**config.mk**
```make
export PLATFORM = sky130hd
export DESIGN_NAME = pc_sequencer_flat
export DESIGN_NICKNAME = d
export VERILOG_FILES = /design/src/rtl/pc_sequencer_if.sv /design/src/rtl/pc_sequencer.sv /design/src/flat_wrapper.sv
export SDC_FILE = /design/constraint.sdc
export NUM_CORES = 1
export LEC_CHECK = 0
export CAP_MARGIN = 0
export CORE_UTILIZATION = 46
export DETAILED_ROUTE_END_ITERATION = 8
export PLACE_DENSITY = 0.83
export SLEW_MARGIN = 5
export SYNTH_ARGS = -nofsm -noshare
export SYNTH_HDL_FRONTEND = slang
export SYNTH_SLANG_ARGS = --single-unit
```
**constraint.sdc**
```tcl
create_clock -name CLK -period 5.4 [get_ports CLK]
set_input_delay 0.81 -clock CLK [delete_from_list [all_inputs] [get_ports CLK]]
set_output_delay 0.81 -clock CLK [all_outputs]
set_load 0.005 [all_outputs]
```
**src/rtl/pc_sequencer_if.sv**
```systemverilog
// pc_sequencer_if: bundle between the control unit and the PC sequencer.
//   Control side (master) drives:
//     PCWre, PCSrc, immediate, jrAddr, jumpAddr, Halt
//   Sequencer side (slave) drives:
//     PC, PC4, nextPC, halted, fault, faultPC, updCnt
//   CNT_W sets the width of updCnt and must match the sequencer's CNT_W.
interface pc_sequencer_if #(
  parameter int CNT_W = 32
);
  logic             PCWre;
  logic [1:0]       PCSrc;
  logic [31:0]      immediate;
  logic [31:0]      jrAddr;
  logic [31:0]      jumpAddr;
  logic             Halt;
  logic [31:0]      PC;
  logic [31:0]      PC4;
  logic [31:0]      nextPC;
  logic             halted;
  logic             fault;
  logic [31:0]      faultPC;
  logic [CNT_W-1:0] updCnt;

  modport master (
    output PCWre, PCSrc, immediate, jrAddr, jumpAddr, Halt,
    input  PC, PC4, nextPC, halted, fault, faultPC, updCnt
  );

  modport slave (
    input  PCWre, PCSrc, immediate, jrAddr, jumpAddr, Halt,
    output PC, PC4, nextPC, halted, fault, faultPC, updCnt
  );
endinterface

```
**src/rtl/pc_sequencer.sv**
```systemverilog
// pc_sequencer: program-counter register and next-PC sequencer.
//   CLK    : rising-edge clock
//   Reset  : asynchronous active-high reset (PC <= RESET_PC, RUN, flags/counters clear)
//   bus    : pc_sequencer_if.slave
//     in : PCWre (commit strobe), PCSrc (00 PC+4, 01 branch, 10 jr, 11 jump),
//          immediate (word offset), jrAddr, jumpAddr, Halt
//     out: PC, PC4, nextPC (combinational candidate), halted, fault,
//          faultPC (PC when fault was taken), updCnt (committed updates)
// A commit to a non-word-aligned candidate traps into FAULT instead of updating
// the PC. HALT and FAULT are absorbing until Reset.
module pc_sequencer #(
  parameter logic [31:0] RESET_PC = 32'h00000000,
  parameter int          CNT_W    = 32
) (
  input logic         CLK,
  input logic         Reset,
  pc_sequencer_if.slave bus
);

  typedef enum logic [1:0] {
    RUN   = 2'b00,
    HALT  = 2'b01,
    FAULT = 2'b10
  } state_t;

  state_t           state;
  logic [31:0]      pcReg;
  logic [31:0]      faultPcReg;
  logic [CNT_W-1:0] updCntReg;
  logic             haltedReg;
  logic             faultReg;

  logic [31:0]      pc4;
  logic [31:0]      immShift;
  logic [31:0]      candidate;

  // Next-PC candidate selection; all arithmetic wraps modulo 2^32.
  always_comb begin
    pc4       = pcReg + 32'd4;
    immShift  = bus.immediate << 2;
    candidate = pc4;
    case (bus.PCSrc)
      2'b00:   candidate = pc4;
      2'b01:   candidate = pc4 + immShift;
      2'b10:   candidate = bus.jrAddr;
      2'b11:   candidate = bus.jumpAddr;
      default: candidate = pc4;
    endcase
  end

  // PC register, halt/fault state machine and committed-update counter.
  always_ff @(posedge CLK or posedge Reset) begin
    if (Reset) begin
      state      <= RUN;
      pcReg      <= RESET_PC;
      faultPcReg <= 32'h00000000;
      updCntReg  <= {CNT_W{1'b0}};
      haltedReg  <= 1'b0;
      faultReg   <= 1'b0;
    end else begin
      case (state)
        RUN: begin
          if (bus.Halt) begin
            // Halt wins over a simultaneous commit.
            state     <= HALT;
            haltedReg <= 1'b1;
          end else if (bus.PCWre) begin
            if (candidate[1:0] == 2'b00) begin
              pcReg     <= candidate;
              updCntReg <= updCntReg + {{(CNT_W-1){1'b0}}, 1'b1};
            end else begin
              state      <= FAULT;
              faultReg   <= 1'b1;
              faultPcReg <= pcReg;
            end
          end else begin
            state <= RUN;
          end
        end
        HALT: begin
          haltedReg <= 1'b1;
        end
        FAULT: begin
          faultReg <= 1'b1;
        end
        default: begin
          // Unreachable encoding: park in FAULT so software sees a trap.
          state      <= FAULT;
          faultReg   <= 1'b1;
          faultPcReg <= pcReg;
        end
      endcase
    end
  end

  assign bus.PC      = pcReg;
  assign bus.PC4     = pc4;
  assign bus.nextPC  = candidate;
  assign bus.halted  = haltedReg;
  assign bus.fault   = faultReg;
  assign bus.faultPC = faultPcReg;
  assign bus.updCnt  = updCntReg;

endmodule
```
**src/flat_wrapper.sv**
```systemverilog
// flat-port wrapper written by rule: the top's interface ports become plain ports
module pc_sequencer_flat 
#(
  parameter logic [31:0] RESET_PC = 32'h00000000,
  parameter int          CNT_W    = 32
)
  (CLK, Reset, bus_PCWre, bus_PCSrc, bus_immediate, bus_jrAddr, bus_jumpAddr, bus_Halt, bus_PC, bus_PC4, bus_nextPC, bus_halted, bus_fault, bus_faultPC, bus_updCnt);
  pc_sequencer_if #(.CNT_W(CNT_W)) bus_i ();
  input logic CLK;
  input logic Reset;
  input wire logic [$bits(bus_i.PCWre)-1:0] bus_PCWre;
  input wire logic [$bits(bus_i.PCSrc)-1:0] bus_PCSrc;
  input wire logic [$bits(bus_i.immediate)-1:0] bus_immediate;
  input wire logic [$bits(bus_i.jrAddr)-1:0] bus_jrAddr;
  input wire logic [$bits(bus_i.jumpAddr)-1:0] bus_jumpAddr;
  input wire logic [$bits(bus_i.Halt)-1:0] bus_Halt;
  output wire logic [$bits(bus_i.PC)-1:0] bus_PC;
  output wire logic [$bits(bus_i.PC4)-1:0] bus_PC4;
  output wire logic [$bits(bus_i.nextPC)-1:0] bus_nextPC;
  output wire logic [$bits(bus_i.halted)-1:0] bus_halted;
  output wire logic [$bits(bus_i.fault)-1:0] bus_fault;
  output wire logic [$bits(bus_i.faultPC)-1:0] bus_faultPC;
  output wire logic [$bits(bus_i.updCnt)-1:0] bus_updCnt;
  assign bus_i.PCWre = bus_PCWre;
  assign bus_i.PCSrc = bus_PCSrc;
  assign bus_i.immediate = bus_immediate;
  assign bus_i.jrAddr = bus_jrAddr;
  assign bus_i.jumpAddr = bus_jumpAddr;
  assign bus_i.Halt = bus_Halt;
  assign bus_PC = bus_i.PC;
  assign bus_PC4 = bus_i.PC4;
  assign bus_nextPC = bus_i.nextPC;
  assign bus_halted = bus_i.halted;
  assign bus_fault = bus_i.fault;
  assign bus_faultPC = bus_i.faultPC;
  assign bus_updCnt = bus_i.updCnt;
  pc_sequencer #(.RESET_PC(RESET_PC), .CNT_W(CNT_W)) u_core (.CLK(CLK), .Reset(Reset), .bus(bus_i));
endmodule
```
Yosys cells after proc, flatten, opt, wreduce, memory -nomap -nowiden:

Index checks and enable logic that the tools add are counted.

* register bits after elaboration: 100
* bits of input ports: 102
* output and inout bits: 162
* logic and storage cells: 47

* add/subtract/negate cells: 3
* equality and inequality tests: 10
* mux-type cells: 15
* bitwise logic cells: 3
* reduce and logical (&&, ||, !) cells: 10

Operator list (count)
* $pmux W32 S4: 1
* $mux W32: 3
* $pmux W32 S2: 1
* $add A32 B1 Y32 const B: 1
* $add A32 B3 Y32 const B: 1
* $add A32 B32 Y32: 1
* $reduce_and A4 Y1: 3
* $ne A2 B2 Y1 const B: 4
* $eq A2 B2 Y1 const B: 3
* $logic_not A2 Y1: 3
* $mux W2: 3
* $eq A2 B1 Y1 const B: 2
* $mux W1: 4
* $ne A4 B4 Y1 const B: 1
* $pmux W1 S2: 2
* $pmux W2 S2: 1
* $reduce_and A2 Y1: 2
* $not A1 Y1: 3
* $reduce_bool A2 Y1: 1
* $reduce_or A2 Y1: 1

Depth between registers and ports, before layout:

Gate-level depths: netlist (run 1).

* depth after elaboration: 8
* mapped depth: 17
* depth with buffers taken out: 15

Worst setup path after synthesis (run 1):

Ideal clock, no wire load.

* kind: reg2out
* start: register u_core.pcReg[16], in the netlist u_core.bus.PC[16]
* end: output port bus_nextPC[29]
* arrival: 3.649 ns
* slack: 0.941 ns
* cell stages (with the launch flop): 17
* cell sequence: dfrtp_1 > clkbuf_1 > and4_1 > and3_1 > clkbuf_1 > nand3_1 > xnor2_1 > ha_1 > clkbuf_1 > a21o_1 > a21o_1 > a2111oi_0 > nor4_1 > a211oi_2 > o21ai_1 > xor2_1 > mux4_2

* cells in the longest elaborated chain, start to end: 3

Ends and longest elaborated chain
* from (decl): RTL line pc_sequencer.sv:27 `logic [31:0] pcReg;`
* from (signal assigned): RTL line pc_sequencer.sv:69 `pcReg <= candidate;`
* $add A32 B3 Y32: RTL line pc_sequencer.sv:39 `pc4 = pcReg + 32'd4;`
* net bus_PC4[22]: RTL line flat_wrapper.sv:18 `output wire logic [$bits(bus_i.PC4)-1:0] bus_PC4;`
* $add A32 B32 Y32: RTL line pc_sequencer.sv:44 `2'b01: candidate = pc4 + immShift;`
* $pmux W32 S4: RTL line pc_sequencer.sv:42 `case (bus.PCSrc)`
* to (decl): RTL line flat_wrapper.sv:19 `output wire logic [$bits(bus_i.nextPC)-1:0] bus_nextPC;`

The timed path passes the listed nets, and every way through them passes these cells.

Worst setup path in the final report (run 1):

* start: register u_core.pcReg[7], in the netlist u_core.bus.PC[7]
* end: output port bus_nextPC[29]

* cells in the longest elaborated chain, start to end: 3

Ends and longest elaborated chain (RTL line)
* $add A32 B3 Y32 (*): pc_sequencer.sv:39
* $add A32 B32 Y32: pc_sequencer.sv:44
* $pmux W32 S4 (*): pc_sequencer.sv:42

Every way passes the cells marked *; elsewhere a longest branch is shown, timed or not.

==> impl_metrics.env, run 1 <==
export IMPL_run_status="finished with violations"
export IMPL_failing_checks="negative setup slack"
export IMPL_avgSynthCellArea_um2=9.81
export IMPL_floorplan_initialDensity=0.479
export IMPL_layout_min_cycle_time_ns=5.42
export IMPL_globalRouteOverflowTotal=0
export IMPL_powerDensity_mw_per_mm2=160
export IMPL_final_max_slew_viol_count=0
export IMPL_yosys_cell_types_count=60
export IMPL_adder_cell_fraction_of_synth_area=0.0718
export IMPL_hpwl_detailed_um=17300
export IMPL_timing_max_slew_rel_slack=0.308
export IMPL_wire_length_of_the_first_global_routing_pass_um=35600
export IMPL_drcViolationCount=0
export IMPL_post_synth_xor_area_fraction=0.103
export IMPL_synth_async_sr_flop_share=1.00
export IMPL_hold_ws_ns=0.478
export IMPL_crit_arrival_ns=4.61
export IMPL_setup_viol_count_final=1
export IMPL_cts_hold_buffers_added=0
export IMPL_finalWirelength_um=23800
export IMPL_placement_rows=44
export IMPL_clock_tree_root_cell="sky130_fd_sc_hd__clkbuf_16"
export IMPL_globalRouteTotalUtil=0.288
export IMPL_worst_hold_path_endpoint="u_core.bus.halted"
export IMPL_core_mm2=0.0148
export IMPL_floorplan_io_pins=264
export IMPL_ys_seq_area_frac=0.354
export IMPL_fin_ws_ns=-0.0204
export IMPL_compound_gate_portion_of_the_synthesized_area=0.0991
export IMPL_synth_edff_count=0
export IMPL_timing_worst_setup_path_type="register to output port"
export IMPL_first_iter_violations=527
export IMPL_max_freq_mhz=184
export IMPL_r2r_path_end="u_core.bus.PC[29]"
export IMPL_worst_setup_hold_path_clk_slew_ns=0.08
export IMPL_total_number_of_vias=7025
export IMPL_yosys_area_share_simple=0.176
export IMPL_areaGrowthSynthToFinish_pct=50.4
export IMPL_number_of_buffers_created_by_cts=9
export IMPL_pre_cts_slack_ns=0.202
export IMPL_yosys_register_bits=100
export IMPL_worst_pin_slew_ns=1.04
export IMPL_startpoint_class="register"
export IMPL_place_gp_congestion=0.930
export IMPL_vdd_ir_drop_max_mv=0.147
export IMPL_post_synth_instance_area_mm2=0.00707
export IMPL_clock_skew_ns=0.00957
export IMPL_grt_antenna_before_repair=0
export IMPL_number_of_global_route_vias_before_repair=6604
export IMPL_synth_top_family_by_area="simple AND/OR/NAND/NOR gates"
export IMPL_floorplan_die_height_um=126
export IMPL_reg2reg_depth=15
export IMPL_clock_insertion_delay_worst_skew_ns=0.36
export IMPL_cts_tree="done"
export IMPL_chipWidth_um=126
export IMPL_cts_buffer_depth=2
export IMPL_num_fill_cells=1077
export IMPL_yosys_most_used_dff="sky130_fd_sc_hd__dfrtp_1"
export IMPL_worstHoldPathType="register to register"
export IMPL_fp_dieArea_mm2=0.0159
export IMPL_io_buffers=261
export IMPL_antenna_diode_count=0
export IMPL_via_per_inst=5.92
export IMPL_final_layout_size_suffix_gt1_frac=0.189
export IMPL_detail_route_antenna_nets=0
export IMPL_synth_net_count=863
export IMPL_critical_path_endpoint_type="output port"
export IMPL_yosys_warnings=0
export IMPL_hold_viol_final=0
export IMPL_crit_path_max_fanout=7
export IMPL_min_from="u_core.bus.halted"
export IMPL_whs_path_depth=1
export IMPL_drt_pass1_iter_count=5
export IMPL_syn_instance_count=721
export IMPL_synth_mux_area_fraction=0.162
export IMPL_grt_setup_unrepaired="true"
export IMPL_route_detailed_wl_per_inst_um=20.1
export IMPL_fin_crit_sh=1.00
export IMPL_pin_count_of_the_biggest_net_entering_global_routing=75
export IMPL_finalNetCount=1139
export IMPL_max_cap_violations=0
export IMPL_totalPowerFinal_mw=1.70
export IMPL_cts_sink_count=100
export IMPL_r2r_setup_slk_ns=1.24
export IMPL_clock_tree_htree_level_count=3
export IMPL_power_leakage_nw=4.78
export IMPL_timing_critical_path_required_ns=4.59
export IMPL_r2r_start="u_core.bus.PC[7]"
Yosys cell counts (all sizes together), types with 5 or more instances:
cell type  count  area (um2)
nand4         24         150
nand2         98         368
and3          17         113
a21oi         35         179
mux2          47         537
and2           9        56.3
clkbuf        23        86.3
nor2          40         150
xor2          22         193
o211ai         5        37.5
mux2i          7        70.1
o21ai         20         100
a21o          12        90.1
inv           18        67.6
nand3         32         160
nand2b         7        43.8
buf           15        88.8
nor3           5        25.0
dfrtp        100        2500
xnor2         61         534
a31oi          8        50.1
mux4          24         541
ha            39         488
kinds of logic (layout without fill, tap and decap cells):
family                     count (synthesis)  count (layout)
muxes                                     78              78
and+or+nand+nor                          256             256
AOI/OAI and AO/OA                        108             108
adders and majority gates                 40              40
xor gates and xnor gates                  83              83
DFF                                      100             100
buffers and inverters                     56             337
worst max-delay path by stage:
stage | cells after the start | to | startpoint | slack (ns)
global placement | 13 | bus_nextPC[31] | u_core.bus.PC[9] | 0.27
floorplan | 16 | bus_nextPC[29] | u_core.bus.PC[16] | 0.94
detailed placement | 13 | bus_nextPC[31] | u_core.bus.PC[9] | 0.20
global route | 15 | bus_nextPC[26] | u_core.bus.PC[7] | -0.14
finish | 15 | bus_nextPC[29] | u_core.bus.PC[7] | -0.02
CTS | 13 | bus_nextPC[31] | u_core.bus.PC[6] | -0.03
sequential cells by signal, summed over array words and instances (netlist names):
register            flops
u_core.bus.PC          32
u_core.state            2
u_core.bus.halted       1
u_core.bus.fault        1
u_core.bus.faultPC     32
u_core.bus.updCnt      32
repair_timing:
item                                   in CTS  in global routing
pin swaps                                   3                 14
endpoints found under the hold margin       0                  0
setup endpoints to repair                   6                 12
resized for setup                          10                 47
buffers inserted                            0                 18
stage by stage:
step / instance area (um2) / utilization / std cells / setup TNS, ns
2_1_floorplan: 7070 / - / 721 / 0
3_3_place_gp: 9930 / 0.673 / 1152 / 0
3_5_place_dp: 9930 / 0.673 / 1152 / 0
4_1_cts: 10300 / 0.697 / 1168 / -0.0411
5_1_grt: 10600 / 0.721 / 1186 / -0.481
6_report: 10600 / 0.721 / 1186 / -0.0204
where the power goes:
part,leakage [nW],internal (mW),switching (mW)
clock network,0.148,0.331,0.341
registers,1.35,0.748,0
logic,3.28,0.162,0.115
total,4.78,1.24,0.456
worst max-delay path: stages (launching register included):
cell and delay [ns]:
sky130_fd_sc_hd__dfrtp_1 0.44, sky130_fd_sc_hd__nand4_1 0.26, sky130_fd_sc_hd__nor4_4 0.48, sky130_fd_sc_hd__buf_6 0.20, sky130_fd_sc_hd__nand3_1 0.13, sky130_fd_sc_hd__xnor2_2 0.20, sky130_fd_sc_hd__ha_2 0.20, sky130_fd_sc_hd__a21o_1 0.16
sky130_fd_sc_hd__a21o_1 0.20, sky130_fd_sc_hd__a2111oi_2 0.41, sky130_fd_sc_hd__nor4_1 0.12, sky130_fd_sc_hd__a211oi_2 0.25, sky130_fd_sc_hd__o21ai_2 0.11, sky130_fd_sc_hd__xor2_1 0.15, sky130_fd_sc_hd__mux4_2 0.48, sky130_fd_sc_hd__clkdlybuf4s50_1 0.46
per-layer routing:
layer,GRT usage,up-vias,wire [um]
met1,0.383,3437,9950
met2,0.466,370,11300
met5,0,-,0
met4,0.125,0,832
li1,-,3142,-
met3,0.0472,76,1700
layout by cell type, fill, tap and decap left out, types with 12 or more instances in the layout:
cell / n
sky130_fd_sc_hd__mux4_2: 24
sky130_fd_sc_hd__inv_1: 16
sky130_fd_sc_hd__nand3_1: 30
sky130_fd_sc_hd__and3_1: 14
sky130_fd_sc_hd__xnor2_2: 13
sky130_fd_sc_hd__nor2_1: 34
sky130_fd_sc_hd__ha_1: 28
sky130_fd_sc_hd__xnor2_1: 48
sky130_fd_sc_hd__a21o_1: 12
sky130_fd_sc_hd__a21oi_1: 33
sky130_fd_sc_hd__nand4_1: 24
sky130_fd_sc_hd__nand2_1: 98
sky130_fd_sc_hd__o21ai_0: 13
sky130_fd_sc_hd__buf_4: 40
sky130_fd_sc_hd__mux2_2: 44
sky130_fd_sc_hd__xor2_1: 19
sky130_fd_sc_hd__clkdlybuf4s50_1: 260
sky130_fd_sc_hd__dfrtp_1: 94
cell type report:
class | instances | area (um2) | area share
clock buffer | 9 | 225 | 0.0212
clock inverter | 7 | 73.8 | 0.00694
sequential | 100 | 2510 | 0.236
multi-input combinational | 565 | 4600 | 0.432
inverter | 18 | 70.1 | 0.00659
timing repair buffer | 303 | 2930 | 0.275
tap | 184 | 230 | 0.0216
Note: power is estimated with default switching activity, not from simulation.
==> run 2: changes to the inputs <==
--- a/config.mk
+++ b/config.mk
@@ -9,7 +9,7 @@
 export CORE_UTILIZATION = 46
 export DETAILED_ROUTE_END_ITERATION = 8
 export PLACE_DENSITY = 0.83
-export SLEW_MARGIN = 5
+export SLEW_MARGIN = 30
 export SYNTH_ARGS = -nofsm -noshare
 export SYNTH_HDL_FRONTEND = slang
 export SYNTH_SLANG_ARGS = --single-unit
==> run 2 against run 1 <==
  * The run now ends clean
  * Maximum frequency grew 1.3%
  * Worst hold slack gained 0.0049 ns
  * Final cell count is essentially flat
  * Highest routed layer unchanged
==> impl_metrics.env, run 2 (synthesized netlist as in run 1, its figures left out) <==
export IMPL_io_buffers=261
export IMPL_worstHoldPathType="register to register"
export IMPL_final_cell_mix="sky130_fd_sc_hd__clkdlybuf4s50_1, sky130_fd_sc_hd__nand2_1, sky130_fd_sc_hd__dfrtp_1, sky130_fd_sc_hd__xnor2_1, sky130_fd_sc_hd__mux2_2"
export IMPL_startpoint_class="register"
export IMPL_floorplan_die_height_um=126
export IMPL_timing_worst_setup_path_type="register to output port"
export IMPL_number_of_global_route_vias_before_repair=6595
export IMPL_total_number_of_vias=6926
export IMPL_wire_length_of_the_first_global_routing_pass_um=35300
export IMPL_timing_critical_path_required_ns=4.59
export IMPL_setup_viol_count_final=0
export IMPL_fin_crit_sh=0.991
export IMPL_worst_pin_slew_ns=0.932
export IMPL_finish_cell_count_without_fillers=1185
export IMPL_globalRouteTotalUtil=0.287
export IMPL_powerDensity_mw_per_mm2=161
export IMPL_areaGrowthSynthToFinish_pct=49.6
export IMPL_layout_cells_most_common="sky130_fd_sc_hd__clkdlybuf4s50_1"
export IMPL_finalNetCount=1138
export IMPL_floorplan_io_pins=264
export IMPL_hpwl_detailed_um=17500
export IMPL_num_fill_cells=1051
export IMPL_clock_tree_root_cell="sky130_fd_sc_hd__clkbuf_16"
export IMPL_critical_path_slowest_cell="sky130_fd_sc_hd__mux4_2"
export IMPL_worst_setup_hold_path_clk_slew_ns=0.08
export IMPL_placement_rows=44
export IMPL_critPathMaxStageDelay_ns=0.51
export IMPL_layout_min_cycle_time_ns=5.35
export IMPL_fp_dieArea_mm2=0.0159
export IMPL_cts_tree="done"
export IMPL_max_cap_violations=0
export IMPL_finalWirelength_um=23400
export IMPL_drcViolationCount=0
export IMPL_crit_path_max_fanout=8
export IMPL_hold_viol_final=0
export IMPL_via_per_inst=5.84
export IMPL_place_gp_congestion=0.930
export IMPL_power_leakage_nw=4.74
export IMPL_clock_skew_ns=0.0120
export IMPL_numPlacedInstances=1153
export IMPL_critical_path_endpoint_type="output port"
export IMPL_first_iter_violations=476
export IMPL_drt_pass1_iter_count=7
export IMPL_vdd_ir_drop_max_mv=0.148
export IMPL_max_freq_mhz=187
export IMPL_route_detailed_wl_per_inst_um=19.7
export IMPL_cts_buffer_depth=2
export IMPL_run_status="complete, no violations"
export IMPL_totalPowerFinal_mw=1.70
export IMPL_timing_max_slew_rel_slack=0.378
export IMPL_crit_path_buffers_inverters=2
export IMPL_detail_route_antenna_nets=0
export IMPL_cts_hold_buffers_added=0
export IMPL_number_of_buffers_created_by_cts=9
export IMPL_cts_sink_count=100
export IMPL_crit_arrival_ns=4.54
export IMPL_pin_count_of_the_biggest_net_entering_global_routing=75
export IMPL_clock_insertion_delay_worst_skew_ns=0.36
export IMPL_final_layout_size_suffix_gt1_frac=0.176
export IMPL_core_mm2=0.0148
export IMPL_globalRouteOverflowTotal=0
export IMPL_chipWidth_um=126
export IMPL_antenna_diode_count=0
export IMPL_clock_tree_htree_level_count=3
export IMPL_grt_antenna_before_repair=0
export IMPL_final_max_slew_viol_count=0
export IMPL_timing_critical_path_max_delay_family="simple AND/OR/NAND/NOR gates"
export IMPL_floorplan_initialDensity=0.479
export IMPL_timing_critical_path_cells="nand4_1 > nor2_4 > nand4_1 > xnor2_2 > ha_1 > a21oi_1 > o21ai_1 > or3_1 > o22ai_4 > o21ai_1 > buf_4 > a31oi_1 > xnor2_1 > mux4_2 > clkdlybuf4s50_1"
==> run 2: cell count changes in the layout (fill, tap and decap cells not counted), moves of 2 or more <==
| cell | delta |
|---|---|
| sky130_fd_sc_hd__ha_1 | +4 |
| sky130_fd_sc_hd__nand3_1 | +2 |
| sky130_fd_sc_hd__xnor2_1 | +3 |
| sky130_fd_sc_hd__xnor2_2 | -3 |
| sky130_fd_sc_hd__ha_4 | -2 |
| sky130_fd_sc_hd__dfrtp_1 | -2 |
| sky130_fd_sc_hd__clkinv_4 | -2 |
| sky130_fd_sc_hd__nand3_2 | -2 |
| sky130_fd_sc_hd__inv_6 | +2 |
| sky130_fd_sc_hd__dfrtp_2 | +2 |
| sky130_fd_sc_hd__ha_2 | -2 |
==> run 2: path summary, 6_finish.rpt <==
check | cells after the start | slack [ns] | start | to
setup / recovery | 15 | 0.05 | u_core.bus.PC[7] | bus_nextPC[26]
hold / removal | 1 | 0.48 | u_core.bus.fault | u_core.bus.fault
setup reg to reg | 14 | 1.30 | u_core.bus.PC[9] | u_core.bus.PC[25]
hold reg to reg | 1 | 0.48 | u_core.bus.fault | u_core.bus.fault
max in group asynchronous | 3 | 3.61 | Reset | u_core.bus.updCnt[16]
min in group asynchronous | 2 | 0.95 | Reset | u_core.bus.faultPC[8]
==> run 2: through the flow <==
stage,hold slack [ns],setup WS [ns],utilization,cell area (um2),setup TNS (ns)
5_1_grt,0.505,-0.0708,0.717,10600,-0.220
3_5_place_dp,0.469,0.227,0.675,9960,0
2_1_floorplan,0.466,0.941,-,7070,0
3_3_place_gp,0.460,0.270,0.673,9930,0
6_report,0.483,0.0478,0.717,10600,0
4_1_cts,0.488,-0.0962,0.698,10300,-0.207
==> run 2: layout make-up <==
type	count	area, um2	share of cell area
Clock inverter	7	81.3	0.00769
Clock buffer	9	225	0.0213
Sequential cell	100	2510	0.237
Inverter	18	72.6	0.00686
Multi-Input combinational cell	565	4520	0.427
Tap cell	184	230	0.0218
Timing Repair Buffer	302	2940	0.278
==> run 2: repair_timing <==
| action | in CTS | in global routing |
|---|---|---|
| pin swaps | 0 | 12 |
| setup endpoints to repair | 7 | 15 |
| endpoints found under the hold margin | 0 | 0 |
| gates resized for setup | 6 | 37 |
| setup buffers | 0 | 16 |
==> run 2: metal layers <==
metal / track usage / wire, um / vias to the layer above
li1: - / - / 3158
met1: 0.381 / 9990 / 3372
met2: 0.470 / 11200 / 335
met3: 0.0336 / 1360 / 61
met4: 0.130 / 831 / 0
met5: 0 / 0 / -
==> run 2: power breakdown <==
group	internal [mW]	switching, mW	leakage (nW)
Sequential	0.748	0	1.35
Clock	0.335	0.343	0.151
Combinational	0.161	0.113	3.24
